[src/rtl/sccb_master.sv]
// SCCB master for the OV7725 config port: one register write (3 phases) or read
// (2-phase write + 2-phase read) per request, paced by a QDIV-cycle quarter tick.
module sccb_master #(
    parameter int QDIV = 125
) (
    input  logic       clk,
    input  logic       rst,
    input  logic       req_valid,
    output logic       req_ready,
    input  logic       req_rd,
    input  logic [7:0] req_id,
    input  logic [7:0] req_addr,
    input  logic [7:0] req_data,
    output logic       done,
    output logic       rd_valid,
    output logic [7:0] rd_data,
    output logic       sioc,
    output logic       siod_out,
    output logic       siod_oe,
    input  logic       siod_in
);
    localparam int QW = (QDIV > 1) ? $clog2(QDIV) : 1;
    localparam logic [QW-1:0] QLAST = QW'(QDIV - 1);

    typedef enum logic [2:0] {S_IDLE, S_START, S_PH, S_STOP, S_GAP} state_t;

    state_t        state_q, state_d;
    logic [QW-1:0] qcnt_q, qcnt_d;
    logic [1:0]    qi_q, qi_d;
    logic [3:0]    bit_q, bit_d;
    logic [1:0]    ph_q, ph_d;
    logic          seg_q, seg_d;
    logic [7:0]    sh_q, sh_d;
    logic [7:0]    rd_data_q, rd_data_d;
    logic          rd_q, rd_d;
    logic [6:0]    id_q, id_d;
    logic [7:0]    addr_q, addr_d;
    logic [7:0]    data_q, data_d;

    logic       tick, accept, rd_phase, last_ph, last_seg;
    logic [7:0] tx_byte;
    logic       unused_id0;

    assign unused_id0 = req_id[0];

    // Handshake: a request transfers on any cycle where req_valid && req_ready;
    // req_ready is high in IDLE and in the done cycle, otherwise req_valid is ignored.
    assign tick      = (qcnt_q == QLAST);
    assign last_seg  = ~rd_q | seg_q;
    assign done      = (state_q == S_GAP) && (qi_q == 2'd3) && tick && last_seg;
    assign rd_valid  = done & rd_q;
    assign req_ready = (state_q == S_IDLE) | done;
    assign accept    = req_valid & req_ready;
    assign rd_phase  = rd_q & seg_q & (ph_q == 2'd1);
    assign last_ph   = rd_q ? (ph_q == 2'd1) : (ph_q == 2'd2);
    // Read data is visible in the completion cycle itself, then held.
    assign rd_data   = rd_valid ? sh_q : rd_data_q;

    // The second segment of a read re-sends the ID with the read bit set.
    always_comb begin
        tx_byte = addr_q;
        if (ph_q == 2'd0) begin
            tx_byte = {id_q, seg_q};
        end else if (ph_q == 2'd2) begin
            tx_byte = data_q;
        end
    end

    always_comb begin
        sioc     = 1'b1;
        siod_out = 1'b1;
        siod_oe  = 1'b1;
        case (state_q)
            S_START: siod_out = 1'b0;
            S_PH: begin
                sioc = qi_q[1];
                if (bit_q == 4'd8) begin
                    siod_oe  = rd_phase;
                    siod_out = 1'b1;
                end else begin
                    siod_oe  = ~rd_phase;
                    siod_out = tx_byte[~bit_q[2:0]];
                end
            end
            S_STOP: begin
                sioc     = (qi_q != 2'd0);
                siod_out = (qi_q == 2'd2);
            end
            default: ;
        endcase
    end

    always_comb begin
        state_d   = state_q;
        qi_d      = qi_q;
        bit_d     = bit_q;
        ph_d      = ph_q;
        seg_d     = seg_q;
        sh_d      = sh_q;
        rd_data_d = rd_data_q;
        rd_d      = rd_q;
        id_d      = id_q;
        addr_d    = addr_q;
        data_d    = data_q;
        qcnt_d    = (state_q == S_IDLE || tick) ? '0 : qcnt_q + QW'(1);
        case (state_q)
            S_START: if (tick) begin
                if (qi_q == 2'd1) begin
                    state_d = S_PH;
                    qi_d    = 2'd0;
                    bit_d   = 4'd0;
                end else begin
                    qi_d = qi_q + 2'd1;
                end
            end
            S_PH: if (tick) begin
                qi_d = qi_q + 2'd1;
                // Leaving Q2 is the start of Q3: sample the slave's data bit.
                if (qi_q == 2'd2 && rd_phase && bit_q != 4'd8) begin
                    sh_d = {sh_q[6:0], siod_in};
                end
                if (qi_q == 2'd3) begin
                    if (bit_q == 4'd8) begin
                        bit_d = 4'd0;
                        if (last_ph) begin
                            state_d = S_STOP;
                        end else begin
                            ph_d = ph_q + 2'd1;
                        end
                    end else begin
                        bit_d = bit_q + 4'd1;
                    end
                end
            end
            S_STOP: if (tick) begin
                if (qi_q == 2'd2) begin
                    state_d = S_GAP;
                    qi_d    = 2'd0;
                end else begin
                    qi_d = qi_q + 2'd1;
                end
            end
            S_GAP: if (tick) begin
                qi_d = qi_q + 2'd1;
                if (qi_q == 2'd3) begin
                    if (last_seg) begin
                        state_d = S_IDLE;
                    end else begin
                        state_d = S_START;
                        seg_d   = 1'b1;
                        ph_d    = 2'd0;
                    end
                end
            end
            default: ;
        endcase
        if (rd_valid) begin
            rd_data_d = sh_q;
        end
        if (accept) begin
            state_d = S_START;
            qcnt_d  = '0;
            qi_d    = 2'd0;
            bit_d   = 4'd0;
            ph_d    = 2'd0;
            seg_d   = 1'b0;
            rd_d    = req_rd;
            id_d    = req_id[7:1];
            addr_d  = req_addr;
            data_d  = req_data;
        end
    end

    always_ff @(posedge clk or posedge rst) begin
        if (rst) begin
            state_q   <= S_IDLE;
            qcnt_q    <= '0;
            qi_q      <= 2'd0;
            bit_q     <= 4'd0;
            ph_q      <= 2'd0;
            seg_q     <= 1'b0;
            sh_q      <= 8'd0;
            rd_data_q <= 8'd0;
            rd_q      <= 1'b0;
            id_q      <= 7'd0;
            addr_q    <= 8'd0;
            data_q    <= 8'd0;
        end else begin
            state_q   <= state_d;
            qcnt_q    <= qcnt_d;
            qi_q      <= qi_d;
            bit_q     <= bit_d;
            ph_q      <= ph_d;
            seg_q     <= seg_d;
            sh_q      <= sh_d;
            rd_data_q <= rd_data_d;
            rd_q      <= rd_d;
            id_q      <= id_d;
            addr_q    <= addr_d;
            data_q    <= data_d;
        end
    end

endmodule

[config.mk]
export PLATFORM = sky130hd
export DESIGN_NAME = sccb_master
export DESIGN_NICKNAME = d
export VERILOG_FILES = /design/src/rtl/sccb_master.sv
export SDC_FILE = /design/constraint.sdc
export NUM_CORES = 1
export LEC_CHECK = 0
export ABC_AREA = 1
export ABC_CLOCK_PERIOD_IN_PS = 4300
export CAP_MARGIN = 20
export CORE_AREA = 3 3 90 75
export CTS_BUF_LIST = sky130_fd_sc_hd__clkbuf_2
export CTS_CLUSTER_DIAMETER = 60
export DETAILED_ROUTE_END_ITERATION = 7
export DIE_AREA = 0 0 93 78
export GPL_TIMING_DRIVEN = 0
export PLACE_DENSITY = 0.84
export SLEW_MARGIN = 20
export SYNTH_ARGS = -nofsm -noshare
export SYNTH_HDL_FRONTEND = slang
export SYNTH_SLANG_ARGS = --single-unit
[constraint.sdc]
create_clock -name clk -period 4.3 [get_ports clk]
set_input_delay 0.43 -clock clk [delete_from_list [all_inputs] [get_ports clk]]
set_output_delay 0.43 -clock clk [all_outputs]
set_load 0.02 [all_outputs]
Yosys cells after proc, flatten, opt, wreduce, memory -nomap -nowiden

Cells that the tools add are included.

Flip-flop bits (word level): 59
Input bits: 29
Logic and storage cells: 129

Add/sub/neg operators: 4
$lt $le $gt $ge: 1
Eq/ne operators: 26
Muxes and demuxes: 54
Bitwise gates (word level): 9
Reduce and logical (&&, ||, !) cells: 23

Operators by type and width:

| operator                                                         | number |
|---|---|
| 3-bit two-way mux                                                | 11 |
| 3-bit != test (second input constant)                            | 11 |
| 2-bit two-way mux                                                | 14 |
| 4-bit two-way mux                                                | 6 |
| 8-bit two-way mux                                                | 3 |
| 7-bit two-way mux                                                | 2 |
| 3-bit case mux with 4 select lines                               | 1 |
| 1-bit two-way mux                                                | 11 |
| 11-bit AND reduction                                             | 1 |
| 4-bit case mux with 2 select lines                               | 1 |
| 4-bit AND reduction                                              | 2 |
| 8-bit AND reduction                                              | 1 |
| 2-bit nonzero test                                               | 4 |
| 7-bit by 1-bit adder with 7-bit output (second input constant)   | 1 |
| 7-bit == test (second input constant)                            | 1 |
| 2-bit == test (second input constant)                            | 3 |
| 3-bit by 2-bit == test with 1-bit output (second input constant) | 2 |
| 2-bit case mux with 3 select lines                               | 1 |
| 3-bit nonzero test                                               | 2 |
| 1-bit logical AND                                                | 5 |
| 5-bit AND reduction                                              | 1 |
| 5-bit nonzero test                                               | 1 |
| 2-bit by 1-bit adder with 2-bit output (second input constant)   | 2 |
| 4-bit by 1-bit adder with 4-bit output (second input constant)   | 1 |
| other kinds (23)                                                 | 29 |

Logic depth before layout (Yosys ltp)

Gate-level depths: netlist of run 1.

Depth after elaboration: 8
Gate-level depth with buffers: 13

Worst setup path after synthesis of run 1

OpenSTA, ideal clock, no wires.

Path kind: flip-flop to output port
Start: register qcnt_q[0]
End: output rd_data[5]
Data arrival time: 1.752 ns
Path slack: 2.118 ns
Stages on the path, launching flop included: 9
Path buffers: 1
Cells stage by stage: dfrtp_1 inv_1 ha_1 nand3_1 nor2_4 nand2_2 nor2_2 buf_4 mux2_1

Cells in the longest elaborated chain, start to end: 5

Ends and longest elaborated chain:

| element                         | RTL line | source |
|---|---|---|
| start: declaration              | 28       | `logic [QW-1:0] qcnt_q, qcnt_d;` |
| start signal: assignment        | 190      | `qcnt_q <= qcnt_d;` |
| 7-bit == test                   | 48       | `assign tick = (qcnt_q == QLAST);` |
| 1-bit logical AND (2 in series) | 50       | `assign done = (state_q == S_GAP) && (qi_q == 2'd3) && tick && last_seg;` |
| 1-bit AND                       | 51       | `assign rd_valid = done & rd_q;` |
| net rd_valid                    | 15       | `output logic rd_valid,` |
| 8-bit two-way mux               | --       |  |
| end: declaration                | 16       | `output logic [7:0] rd_data,` |

The timed path passes the listed nets, and every way through them passes these cells.

Final worst setup path of run 1

Start: register qcnt_q[0]
End: output rd_data[5]

Cells in the longest elaborated chain, start to end: 5

Ends and longest elaborated chain:

| element                         | RTL line |
|---|---|
| 7-bit == test                   | 48 |
| 1-bit logical AND (2 in series) | 50 |
| 1-bit AND                       | 51 |
| 8-bit two-way mux               | -- |

Every way passes these cells.

==> results_tabular.tex, run 1 <==
\begin{tabular}{lr}
\hline
Metric & Value \\
\hline
\multicolumn{2}{l}{\textbf{Placed design}} \\
\quad Pre-CTS setup slack & between 1 and 1.5 ns \\
\quad Detailed Place HPWL & slightly above 5000 um \\
\quad Global placement routability congestion & 0.914 \\
\quad Dpl cell area & between 3000 and 4000 um\^{}2 \\
\quad Port-buffer cells & 41 \\
\quad Inst Count DP & 519 \\
\multicolumn{2}{l}{\textbf{CTS}} \\
\quad TritonCTS clock tree & built \\
\quad H-tree Lvls & 3 \\
\quad Maximum number of buffers from clock root to sink & 2 \\
\quad Post-CTS Setup Inserts & 0 \\
\quad Clock Sink Count & 59 \\
\quad Cts hold-fix bufs & 0 \\
\quad Clock root buffer master & clkbuf\_2 \\
\quad Clock-pin slew of the registers on the worst-case setup and hold paths & roughly 0.18 ns \\
\quad Total clock buffers created by CTS & 9 \\
\quad CTS-repair resized insts & 0 \\
\quad Insertion delay to the later sink of the worst-skew pair & 0.50 ns \\
\multicolumn{2}{l}{\textbf{Worst setup path}} \\
\quad Worst path top cell family by delay & buffers and inverters \\
\quad Maximum fanout count along the critical path & 10 \\
\quad Buf+Inv Stages, Crit Path & 3 \\
\quad Worst-case reg-to-reg path depth & 8 \\
\quad Req. time, crit path & slightly below 4 ns \\
\quad Kind of end point of the critical path & output port \\
\quad Delay of the slowest cell on the worst path & between 0.5 and 0.6 ns \\
\quad Worst R2R End & rd\_data\_q[5]\$\_DFF\_PP0\_ \\
\quad Standard cell with the maximum stage delay on the critical path & clkdlybuf4s50\_1 \\
\quad Startpoint of the most critical register-to-register path & qcnt\_q[0]\$\_DFF\_PP0\_ \\
\quad Worst setup startpoint & qcnt\_q[0]\$\_DFF\_PP0\_ \\
\quad Crit path DAT & 2.98 ns \\
\quad Slack of the worst reg-to-reg path & 2.25 ns \\
\quad Worst setup path class & reg2out \\
\quad Element type at the critical path start & flop \\
\quad List of cells traversed by the critical path & inv\_1, ha\_1, nand3\_1, nor2\_4, nand2\_2, nor2\_2, buf\_4, mux2\_1, clkdlybuf4s50\_1 \\
\multicolumn{2}{l}{\textbf{Detailed routing}} \\
\quad Avg Vias per Cell & roughly 5.2 \\
\quad Routed length per instance & between 10 and 15 um \\
\quad DRC violation count after routing & 0 \\
\quad Final wirelength & 7050 um \\
\quad Number of nets with antenna violations after detailed routing & 0 \\
\quad Vias after detailed routing & about 2800 \\
\quad Violation count after the first detailed-routing iteration & 208 \\
\quad Pre-Repair DR Iteration Count & 5 \\
\multicolumn{2}{l}{\textbf{Run}} \\
\quad Max Cap Violations & 0 \\
\multicolumn{2}{l}{\textbf{Yosys}} \\
\quad Mapped Area & about 3200 um\^{}2 \\
\quad Sequential share of the synthesized area & 0.462 \\
\quad Number of enable-type register cells in the synthesized netlist & 0 \\
\quad Synthesized netlist cell count & between 300 and 400 \\
\quad Fraction of the mapped netlist area in adder cells & 0.0548 \\
\quad Largest area contributor in the netlist & dfrtp\_1 \\
\quad Simple-gate share of the synthesized area & 0.268 \\
\quad Xor/xnor share of the synthesized area & 0.00822 \\
\quad Area fraction of the dominant cell type after synthesis & 0.462 \\
\quad Predominant post-synthesis flop cell & dfrtp\_1 \\
\quad Main area contributors after synthesis & dfrtp\_1 (46\%), nand2\_1 (14\%), ha\_1 (5.5\%) \\
\quad Most numerous cell in the Yosys netlist & nand2\_1 \\
\quad Mux contribution to synthesized area & 0.0141 \\
\quad Synthesized area per cell & 8.06 um\^{}2 \\
\quad Dominant combinational cell family by area after synthesis & simple AND/OR/NAND/NOR gates \\
\quad Fraction of synthesis flops using an asynchronous set or reset pin & 1.00 \\
\quad Post-synthesis sequential element count & approximately 60 \\
\quad Syn. warnings & 0 \\
\quad Post-synthesis net count & 440 \\
\quad Synth cell types & 35 \\
\quad Commonest cells in the netlist & nand2\_1 (120), dfrtp\_1 (59), inv\_1 (41) \\
\quad Compound-cell area share of the yosys netlist & 0.122 \\
\multicolumn{2}{l}{\textbf{STA}} \\
\quad Portion of the clock cycle consumed by the worst path in the final layout & 0.793 \\
\quad Setup violations, final & 0 \\
\quad Unrepaired setup endpoints after global routing & no \\
\quad Slew margin rel. & 0.527 \\
\quad Slew at the pin with the worst max-slew slack & 0.710 ns \\
\quad Slew Limit Fails & 0 \\
\quad Total count of hold-check failures in the final report & 0 \\
\quad Clock skew & 0.0251 ns \\
\quad Final TNS setup & 0 ns \\
\quad Worst hold-check slack & $\sim$0.38 ns \\
\quad Max Fclk & between 0.2 and 0.3 GHz \\
\quad Worst-case setup margin in the final layout & slightly below 0.9 ns \\
\quad Post-route minimum period & around 3.4 ns \\
\multicolumn{2}{l}{\textbf{GRT}} \\
\quad Total global routing track utilization & 0.211 \\
\quad Vias in the first global route & roughly 2700 \\
\quad Initial antenna violation count & 0 \\
\quad Largest net degree at the start of global routing & 60 \\
\quad Remaining Overflow, GRT & 0 \\
\quad Global-route wire length before repair & between 10000 and 15000 um \\
\multicolumn{2}{l}{\textbf{Die}} \\
\quad Starting Density & 0.544 \\
\quad Standard-cell rows & 25 \\
\quad Die height & approximately 78 um \\
\quad Count of boundary I/O pins & 43 \\
\quad Core Box Area & around 6000 um\^{}2 \\
\quad Area enclosed by the die boundary & 7250 um\^{}2 \\
\quad Horizontal die dimension & roughly 93 um \\
\multicolumn{2}{l}{\textbf{Final layout}} \\
\quad Number of fill cells in the layout & around 520 \\
\quad Count of antenna diodes in the layout & 0 \\
\quad Number of nets in the layout & 492 \\
\quad Synth-to-Final Area Change & 18.9\% \\
\quad Final Instance Count excl. Fillers & about 540 \\
\quad Area of all placed cells without fillers & between 3000 and 4000 um\^{}2 \\
\quad Proportion of layout cells with a drive suffix above 1 & 0.110 \\
\multicolumn{2}{l}{\textbf{Run status}} \\
\quad Run status & complete, no violations \\
\multicolumn{2}{l}{\textbf{Hold path}} \\
\quad Path category of the worst min-delay check & in2async \\
\multicolumn{2}{l}{\textbf{Power and ir drop}} \\
\quad Power Dens Cells & $\sim$580 nW/um\^{}2 \\
\quad Static leakage & around 1.9 nW \\
\quad IR Drop Worst-Case VDD & between 200 and 300 uV \\
\hline
\end{tabular}
-- routing by layer --
| metal | GRT usage | up-vias | share of wire |
|---|---|---|---|
| met2 | 0.320 | 94 | 0.44 |
| met5 | 0 | - | 0 |
| met4 | 0.0791 | 0 | 0.019 |
| li1 | - | 1372 | - |
| met1 | 0.284 | 1307 | 0.48 |
| met3 | 0.0640 | 19 | 0.061 |
-- cell families (layout without fill, tap and decap cells) --
| group | after synthesis | count (layout) |
|---|---|---|
| mux | 4 | 4 |
| buf+inv | 55 | 112 |
| xor+xnor | 3 | 3 |
| flops | 59 | 59 |
| compound gates | 67 | 67 |
| fa+ha+maj | 14 | 14 |
| simple gates | 195 | 195 |
-- worst max path at each step --
stage,end,depth (start not counted)
6_report,rd_data[5],9
5_1_grt,siod_out,12
4_1_cts,rd_data[5],9
3_5_place_dp,rd_data[5],9
3_3_place_gp,bit_q[3]$_DFFE_PP0P_,2
2_1_floorplan,rd_data[5],8
-- stage by stage --
step	total power, mW	utilization
finish	2.20	0.647
global route	2.39	0.647
CTS	2.20	0.647
detailed placement	1.91	0.631
global placement	1.87	0.631
floorplan	1.62	-
-- worst reg2reg max path, delay by kind of cell (launching register included) --
kind,cells,cell delay (ns)
AND/OR/NAND/NOR,4,0.71
flip-flops,1,0.44
adder cells (fa/ha/maj),1,0.14
multiplexers,1,0.36
buffers and inverters,2,0.29
-- final cells by class --
type	instances	area, um^2	area share
multi-input cells	283	1490	0.393
plain buffers	9	52.6	0.0138
clock inverters	7	45.0	0.0118
flip-flops and latches	59	1480	0.388
inverters	46	178	0.0467
repair buffers	41	410	0.108
well taps	81	101	0.0267
clock buffers	9	45.0	0.0118
-- power breakdown --
group / leakage (nW) / internal [mW] / switching (mW)
Clock: 0.0513 / 0.0721 / 0.214
Combinational: 1.05 / 0.393 / 0.688
Sequential: 0.768 / 0.715 / 0.116
-- registers in the layout (all words and copies together), names as in the netlist, 3 cells and up --
| name | cells |
|---|---|
| addr_q | 8 |
| bit_q | 4 |
| qcnt_q | 7 |
| data_q | 8 |
| rd_data_q | 8 |
| id_q | 7 |
| sh_q | 8 |
| state_q | 3 |
-- cell usage in the layout (no fill, tap or decap), drive strengths merged --
master and n:
or2 1, mux2 4, nand4 1, clkdlybuf4s50 41, dfrtp 59, o22ai 1, ha 14, clkinvlp 3
xor2 3, nor3b 3, a211oi 1, inv 46, o21ai 37, nor3 3, o31ai 1, buf 7
o211ai 8, nand2 125, clkbuf 11, o21a 4, nand3 23, a31oi 1, a21oi 14, clkinv 4
nor2 39
Note: power is estimated with default switching activity, not from simulation.
==> run 2: changes to the inputs <==
--- a/config.mk
+++ b/config.mk
@@ -6,7 +6,7 @@
 export NUM_CORES = 1
 export LEC_CHECK = 0
 export ABC_AREA = 1
-export ABC_CLOCK_PERIOD_IN_PS = 4300
+export ABC_CLOCK_PERIOD_IN_PS = 3550
 export CAP_MARGIN = 20
 export CORE_AREA = 3 3 90 75
 export CTS_BUF_LIST = sky130_fd_sc_hd__clkbuf_2
==> constraint.sdc (replaced) <==
create_clock -name clk -period 3.55 [get_ports clk]
set_input_delay 0.355 -clock clk [delete_from_list [all_inputs] [get_ports clk]]
set_output_delay 0.355 -clock clk [all_outputs]
set_load 0.02 [all_outputs]
==> results_tabular.tex, run 2 (synthesis results as in run 1) <==
\begin{tabular}{lr}
\hline
Metric & Value \\
\hline
\multicolumn{2}{l}{\textbf{Final layout}} \\
\quad Number of nets in the layout & about 490 \\
\quad Multi-input gate area in the final layout & roughly 1500 um\^{}2 \\
\quad Leading cell type in the layout, fill and taps excluded & nand2\_1 \\
\quad Most used cells in the layout excluding fill and tap cells & nand2\_1 (120), dfrtp\_1 (59), clkdlybuf4s50\_1 (41) \\
\quad Fraction of the core area covered by cells at the end of the flow & 0.647 \\
\quad Sequential cell area in the final layout & between 1000 and 1500 um\^{}2 \\
\quad Count of antenna diodes in the layout & 0 \\
\quad Proportion of layout cells with a drive suffix above 1 & 0.112 \\
\quad Number of fill cells in the layout & 521 \\
\quad Synth-to-Final Area Change & 18.9\% \\
\multicolumn{2}{l}{\textbf{Worst setup path}} \\
\quad Startpoint of the most critical register-to-register path & qcnt\_q[0]\$\_DFF\_PP0\_ \\
\quad Slack of the worst reg-to-reg path & approximately 1.5 ns \\
\quad Worst setup startpoint & qcnt\_q[0]\$\_DFF\_PP0\_ \\
\quad Element type at the critical path start & flop \\
\quad Capture point of the critical path & rd\_data[5] \\
\quad Kind of end point of the critical path & output port \\
\quad Worst setup path class & reg2out \\
\quad Worst R2R End & rd\_data\_q[5]\$\_DFF\_PP0\_ \\
\quad Req. time, crit path & 3.19 ns \\
\quad Worst-case reg-to-reg path depth & 8 \\
\quad Maximum fanout count along the critical path & 10 \\
\quad Crit path DAT & roughly 3.0 ns \\
\multicolumn{2}{l}{\textbf{Die}} \\
\quad Starting Density & 0.544 \\
\quad Count of boundary I/O pins & 43 \\
\quad Standard-cell rows & 25 \\
\quad Horizontal die dimension & $\sim$93 um \\
\quad Area enclosed by the die boundary & slightly above 7000 um\^{}2 \\
\quad Die height & 78 um \\
\quad Core Box Area & roughly 5900 um\^{}2 \\
\multicolumn{2}{l}{\textbf{STA}} \\
\quad Clock skew & between 0.02 and 0.03 ns \\
\quad Setup violations, final & 0 \\
\quad Slew margin rel. & 0.527 \\
\quad Slew Limit Fails & 0 \\
\quad Worst hold-check slack & $\sim$0.32 ns \\
\quad Slew at the pin with the worst max-slew slack & approximately 0.71 ns \\
\quad Max Fclk & 0.301 GHz \\
\quad Post-route minimum period & 3.33 ns \\
\quad Unrepaired setup endpoints after global routing & no \\
\quad Total count of hold-check failures in the final report & 0 \\
\quad Portion of the clock cycle consumed by the worst path in the final layout & 0.937 \\
\quad Worst-case setup margin in the final layout & $\sim$0.22 ns \\
\quad Final TNS setup & 0 ns \\
\multicolumn{2}{l}{\textbf{GRT}} \\
\quad Total global routing track utilization & 0.211 \\
\quad Global-route wire length before repair & approximately 12000 um \\
\quad Vias in the first global route & between 2000 and 3000 \\
\quad Remaining Overflow, GRT & 0 \\
\quad Initial antenna violation count & 0 \\
\quad Largest net degree at the start of global routing & 60 \\
\multicolumn{2}{l}{\textbf{CTS}} \\
\quad Total clock buffers created by CTS & 9 \\
\quad Maximum number of buffers from clock root to sink & 2 \\
\quad Cts hold-fix bufs & 0 \\
\quad TritonCTS clock tree & built \\
\quad Clock Sink Count & 59 \\
\quad Clock-pin slew of the registers on the worst-case setup and hold paths & 0.18 ns \\
\quad H-tree Lvls & 3 \\
\quad Clock root buffer master & clkbuf\_2 \\
\quad Insertion delay to the later sink of the worst-skew pair & 0.49 ns \\
\multicolumn{2}{l}{\textbf{Run status}} \\
\quad Run status & complete, no violations \\
\multicolumn{2}{l}{\textbf{Detailed routing}} \\
\quad Routed length per instance & 13.1 um \\
\quad Pre-Repair DR Iteration Count & 5 \\
\quad Violation count after the first detailed-routing iteration & around 260 \\
\quad Number of nets with antenna violations after detailed routing & 0 \\
\quad Vias after detailed routing & 2806 \\
\quad Final wirelength & between 7000 and 8000 um \\
\quad Avg Vias per Cell & roughly 5.2 \\
\quad DRC violation count after routing & 0 \\
\multicolumn{2}{l}{\textbf{Placed design}} \\
\quad Pre-CTS setup slack & $\sim$0.76 ns \\
\quad Global placement routability congestion & 0.914 \\
\quad Port-buffer cells & 41 \\
\quad Detailed Place HPWL & approximately 5200 um \\
\multicolumn{2}{l}{\textbf{Run}} \\
\quad Max Cap Violations & 0 \\
\multicolumn{2}{l}{\textbf{Power and ir drop}} \\
\quad Post-route total power & approximately 2.7 mW \\
\quad Static leakage & between 1.5 and 2 nW \\
\quad Power Dens Cells & about 700 nW/um\^{}2 \\
\quad IR Drop Worst-Case VDD & 316 uV \\
\multicolumn{2}{l}{\textbf{Hold path}} \\
\quad Path category of the worst min-delay check & in2async \\
\hline
\end{tabular}
## run 2: cell counts in the layout (fill, tap and decap cells not counted)
No cell type changed its count.
## run 2: cell type report
cell class                 instances  area share
multi-input combinational        283       0.393
clock inverter                     7      0.0118
buffer                             9      0.0141
inverter                          46      0.0467
sequential                        59       0.388
timing repair buffer              41       0.108
tap                               81      0.0266
clock buffer                       9      0.0118
## run 2: critical path: stages, from the launching register on
cell and delay, ns:
dfrtp_1 0.44, inv_1 0.07, ha_1 0.14, nand3_1 0.12, nor2_4 0.23, nand2_2 0.14, nor2_2 0.21, buf_4 0.22
mux2_1 0.36, clkdlybuf4s50_1 0.55
## run 2: where the power goes
group | internal, mW | switching [mW] | total [mW]
logic | 0.476 | 0.832 | 1.31
registers | 0.867 | 0.140 | 1.01
clock network | 0.0874 | 0.258 | 0.346
## run 2: layer usage
metal / GRT usage / share of wire / up-vias
met2: 0.320 / 0.44 / 114
met4: 0.0791 / 0.021 / 0
met5: 0 / 0 / -
met1: 0.284 / 0.46 / 1299
met3: 0.0640 / 0.073 / 20
li1: - / - / 1373
## run 2: worst min-delay path by stage
stage	from	end	slack [ns]
5_1_grt	rst	qi_q[0]$_DFFE_PP0P_	0.32
6_report	rst	qi_q[0]$_DFFE_PP0P_	0.32
3_3_place_gp	data_q[4]$_DFFE_PP0P_	data_q[4]$_DFFE_PP0P_	0.46
2_1_floorplan	addr_q[0]$_DFFE_PP0P_	addr_q[0]$_DFFE_PP0P_	0.44
3_5_place_dp	data_q[3]$_DFFE_PP0P_	data_q[3]$_DFFE_PP0P_	0.47
4_1_cts	rst	rd_data_q[7]$_DFF_PP0_	0.32
## run 2: metrics by stage
stage                     instances  cell area, um^2
after floorplan                 397             3200
after global placement          519             3710
after detailed placement        519             3710
after CTS                       535             3800
after global routing            535             3800
final                           535             3800
## run 2: repair_timing
| action | 4_1_cts | 5_1_grt |
|---|---|---|
| gates resized for setup | 0 | 2 |
| setup endpoints to repair | 0 | 1 |
| buffers inserted | 0 | 0 |
==> run 3: changes to the inputs <==
--- a/config.mk
+++ b/config.mk
@@ -14,7 +14,8 @@
 export DETAILED_ROUTE_END_ITERATION = 7
 export DIE_AREA = 0 0 93 78
 export GPL_TIMING_DRIVEN = 0
-export PLACE_DENSITY = 0.84
+export HOLD_SLACK_MARGIN = 0.03
+export PLACE_DENSITY = 0.82
 export SLEW_MARGIN = 20
 export SYNTH_ARGS = -nofsm -noshare
 export SYNTH_HDL_FRONTEND = slang
==> results_tabular.tex, run 3 (synthesis results as in run 1) <==
\begin{tabular}{lr}
\hline
Metric & Value \\
\hline
\multicolumn{2}{l}{\textbf{Worst setup path}} \\
\quad Buf+Inv Stages, Crit Path & 3 \\
\quad Slack of the worst reg-to-reg path & 1.47 ns \\
\quad Standard cell with the maximum stage delay on the critical path & clkdlybuf4s50\_1 \\
\quad Element type at the critical path start & flop \\
\quad Maximum fanout count along the critical path & 10 \\
\quad Kind of end point of the critical path & output port \\
\quad Worst setup path class & reg2out \\
\quad Crit path DAT & 3.00 ns \\
\quad Worst-case reg-to-reg path depth & 8 \\
\quad Startpoint of the most critical register-to-register path & qcnt\_q[0]\$\_DFF\_PP0\_ \\
\quad Delay of the slowest cell on the worst path & approximately 0.55 ns \\
\quad Req. time, crit path & 3.19 ns \\
\quad Worst path top cell family by delay & buffers and inverters \\
\quad List of cells traversed by the critical path & inv\_1, ha\_1, nand3\_1, nor2\_4, nand2\_2, nor2\_2, buf\_4, mux2\_1, clkdlybuf4s50\_1 \\
\quad Worst R2R End & rd\_data\_q[5]\$\_DFF\_PP0\_ \\
\multicolumn{2}{l}{\textbf{Die}} \\
\quad Die height & 78 um \\
\quad Count of boundary I/O pins & 43 \\
\quad Horizontal die dimension & around 93 um \\
\quad Area enclosed by the die boundary & a little over 7000 um\^{}2 \\
\quad Starting Density & 0.544 \\
\quad Core Box Area & slightly below 6000 um\^{}2 \\
\quad Standard-cell rows & 25 \\
\multicolumn{2}{l}{\textbf{Run status}} \\
\quad Run status & complete, no violations \\
\multicolumn{2}{l}{\textbf{Final layout}} \\
\quad Number of nets in the layout & 492 \\
\quad Leading cell type in the layout, fill and taps excluded & nand2\_1 \\
\quad Synth-to-Final Area Change & 20.2\% \\
\quad Most used cells in the layout excluding fill and tap cells & nand2\_1 (120), dfrtp\_1 (59), clkdlybuf4s50\_1 (41) \\
\quad Number of fill cells in the layout & 527 \\
\quad Proportion of layout cells with a drive suffix above 1 & 0.112 \\
\quad Count of antenna diodes in the layout & 0 \\
\multicolumn{2}{l}{\textbf{Detailed routing}} \\
\quad Routed length per instance & $\sim$14 um \\
\quad Violation count after the first detailed-routing iteration & 178 \\
\quad Vias after detailed routing & between 2000 and 3000 \\
\quad Number of nets with antenna violations after detailed routing & 0 \\
\quad Pre-Repair DR Iteration Count & 4 \\
\quad Avg Vias per Cell & approximately 5.1 \\
\quad DRC violation count after routing & 0 \\
\quad Final wirelength & around 7300 um \\
\multicolumn{2}{l}{\textbf{Power and ir drop}} \\
\quad IR Drop Worst-Case VDD & between 300 and 400 uV \\
\quad Share of total power in the clock network & 0.174 \\
\quad Power dissipated by switching net loads & approximately 1.2 mW \\
\quad Sw Ratio & 0.436 \\
\quad Sequential share of power & 0.361 \\
\quad Static leakage & approximately 1.9 nW \\
\quad Share of power burned in combinational logic & 0.466 \\
\quad Power Dens Cells & roughly 730 nW/um\^{}2 \\
\quad Cell-internal power & 1.58 mW \\
\multicolumn{2}{l}{\textbf{GRT}} \\
\quad Vias in the first global route & around 2800 \\
\quad Global-route wire length before repair & 12700 um \\
\quad Total global routing track utilization & 0.222 \\
\quad Largest net degree at the start of global routing & 60 \\
\quad Initial antenna violation count & 0 \\
\quad Remaining Overflow, GRT & 0 \\
\multicolumn{2}{l}{\textbf{Placed design}} \\
\quad Port-buffer cells & a little over 40 \\
\quad Detailed Place HPWL & approximately 5400 um \\
\quad Global placement routability congestion & between 0.8 and 0.9 \\
\quad Pre-CTS setup slack & slightly above 0.7 ns \\
\multicolumn{2}{l}{\textbf{CTS}} \\
\quad Maximum number of buffers from clock root to sink & 2 \\
\quad Cts hold-fix bufs & 0 \\
\quad Total clock buffers created by CTS & 9 \\
\quad Clock root buffer master & clkbuf\_2 \\
\quad Insertion delay to the later sink of the worst-skew pair & $\sim$0.50 ns \\
\quad H-tree Lvls & 3 \\
\quad Clock Sink Count & 59 \\
\quad Post-CTS Setup Inserts & 0 \\
\quad TritonCTS clock tree & built \\
\quad CTS-repair resized insts & 0 \\
\quad Clock-pin slew of the registers on the worst-case setup and hold paths & 0.15 ns \\
\multicolumn{2}{l}{\textbf{STA}} \\
\quad Clock skew & approximately 0.025 ns \\
\quad Total count of hold-check failures in the final report & 0 \\
\quad Slew Limit Fails & 0 \\
\quad Worst-case setup margin in the final layout & 0.192 ns \\
\quad Setup violations, final & 0 \\
\quad Portion of the clock cycle consumed by the worst path in the final layout & 0.946 \\
\quad Unrepaired setup endpoints after global routing & no \\
\quad Slew at the pin with the worst max-slew slack & between 0.7 and 0.8 ns \\
\quad Max Fclk & approximately 0.3 GHz \\
\quad Post-route minimum period & between 3 and 4 ns \\
\quad Final TNS setup & 0 ns \\
\quad Slew margin rel. & 0.514 \\
\multicolumn{2}{l}{\textbf{Hold path}} \\
\quad Path category of the worst min-delay check & in2async \\
\multicolumn{2}{l}{\textbf{Run}} \\
\quad Max Cap Violations & 0 \\
\hline
\end{tabular}
==> run 3: changes by cell type in the layout (fill, tap and decap cells not counted), sizes merged <==
cell,change
clkinvlp,-2
clkbuf,+2
bufinv,+2
clkinv,-2
==> run 3: power groups by stage <==
| stage | registers, mW | logic (mW) | clock network (mW) |
|---|---|---|---|
| finish | 1.01 | 1.30 | 0.486 |
| global route | 1.03 | 1.50 | 0.532 |
| CTS | 1.01 | 1.30 | 0.494 |
| detailed placement | 1.02 | 1.30 | 0 |
| global placement | 1.01 | 1.25 | 0 |
| floorplan | 0.982 | 0.979 | 0 |
==> run 3: worst reg2reg max path, delay by kind of cell, from the launching register on <==
family / cells / cell delay, ns
adder cells (fa/ha/maj): 1 / 0.15
buffers and inverters: 2 / 0.30
AND/OR/NAND/NOR: 4 / 0.72
multiplexers: 1 / 0.36
flip-flops: 1 / 0.44
==> run 3: worst max-delay path by stage <==
stage / depth (start not counted) / endpoint / slack, ns / start
6_report: 9 / rd_data[5] / 0.19 / qcnt_q[0]$_DFF_PP0_
5_1_grt: 10 / siod_out / 0.02 / ph_q[0]$_DFFE_PP0P_
4_1_cts: 9 / rd_data[5] / 0.15 / qcnt_q[0]$_DFF_PP0_
3_5_place_dp: 9 / rd_data[5] / 0.72 / qcnt_q[0]$_DFF_PP0_
3_3_place_gp: 2 / qcnt_q[0]$_DFF_PP0_ / 0.73 / rst
2_1_floorplan: 8 / rd_data[5] / 1.44 / qcnt_q[0]$_DFF_PP0_
==> run 3: metal layers <==
layer / up-vias / routed length, um / global-route usage
met5: - / 0 / 0
met4: 0 / 82 / 0.0761
met3: 11 / 467 / 0.0649
met2: 74 / 3430 / 0.346
met1: 1299 / 3320 / 0.298
li1: 1369 / - / -
==> run 3: final cells by class <==
class | count | area, um^2 | area share
Multi-Input combinational cell | 283 | 1490 | 0.389
Clock inverter | 5 | 77.6 | 0.0202
Inverter | 46 | 178 | 0.0462
Buffer | 9 | 52.6 | 0.0137
Timing Repair Buffer | 41 | 410 | 0.107
Clock buffer | 11 | 55.1 | 0.0143
Tap cell | 81 | 101 | 0.0264
Sequential cell | 59 | 1480 | 0.384
==> run 3: through the flow <==
| step | area [um^2] | utilization | total power [mW] | hold slack, ns | std cells |
|---|---|---|---|---|---|
| floorplan | 3200 | - | 1.96 | 0.444 | 397 |
| global placement | 3710 | 0.631 | 2.26 | 0.462 | 519 |
| detailed placement | 3710 | 0.631 | 2.32 | 0.468 | 519 |
| CTS | 3840 | 0.654 | 2.81 | 0.317 | 535 |
| global route | 3840 | 0.654 | 3.06 | 0.332 | 535 |
| finish | 3840 | 0.654 | 2.80 | 0.309 | 535 |
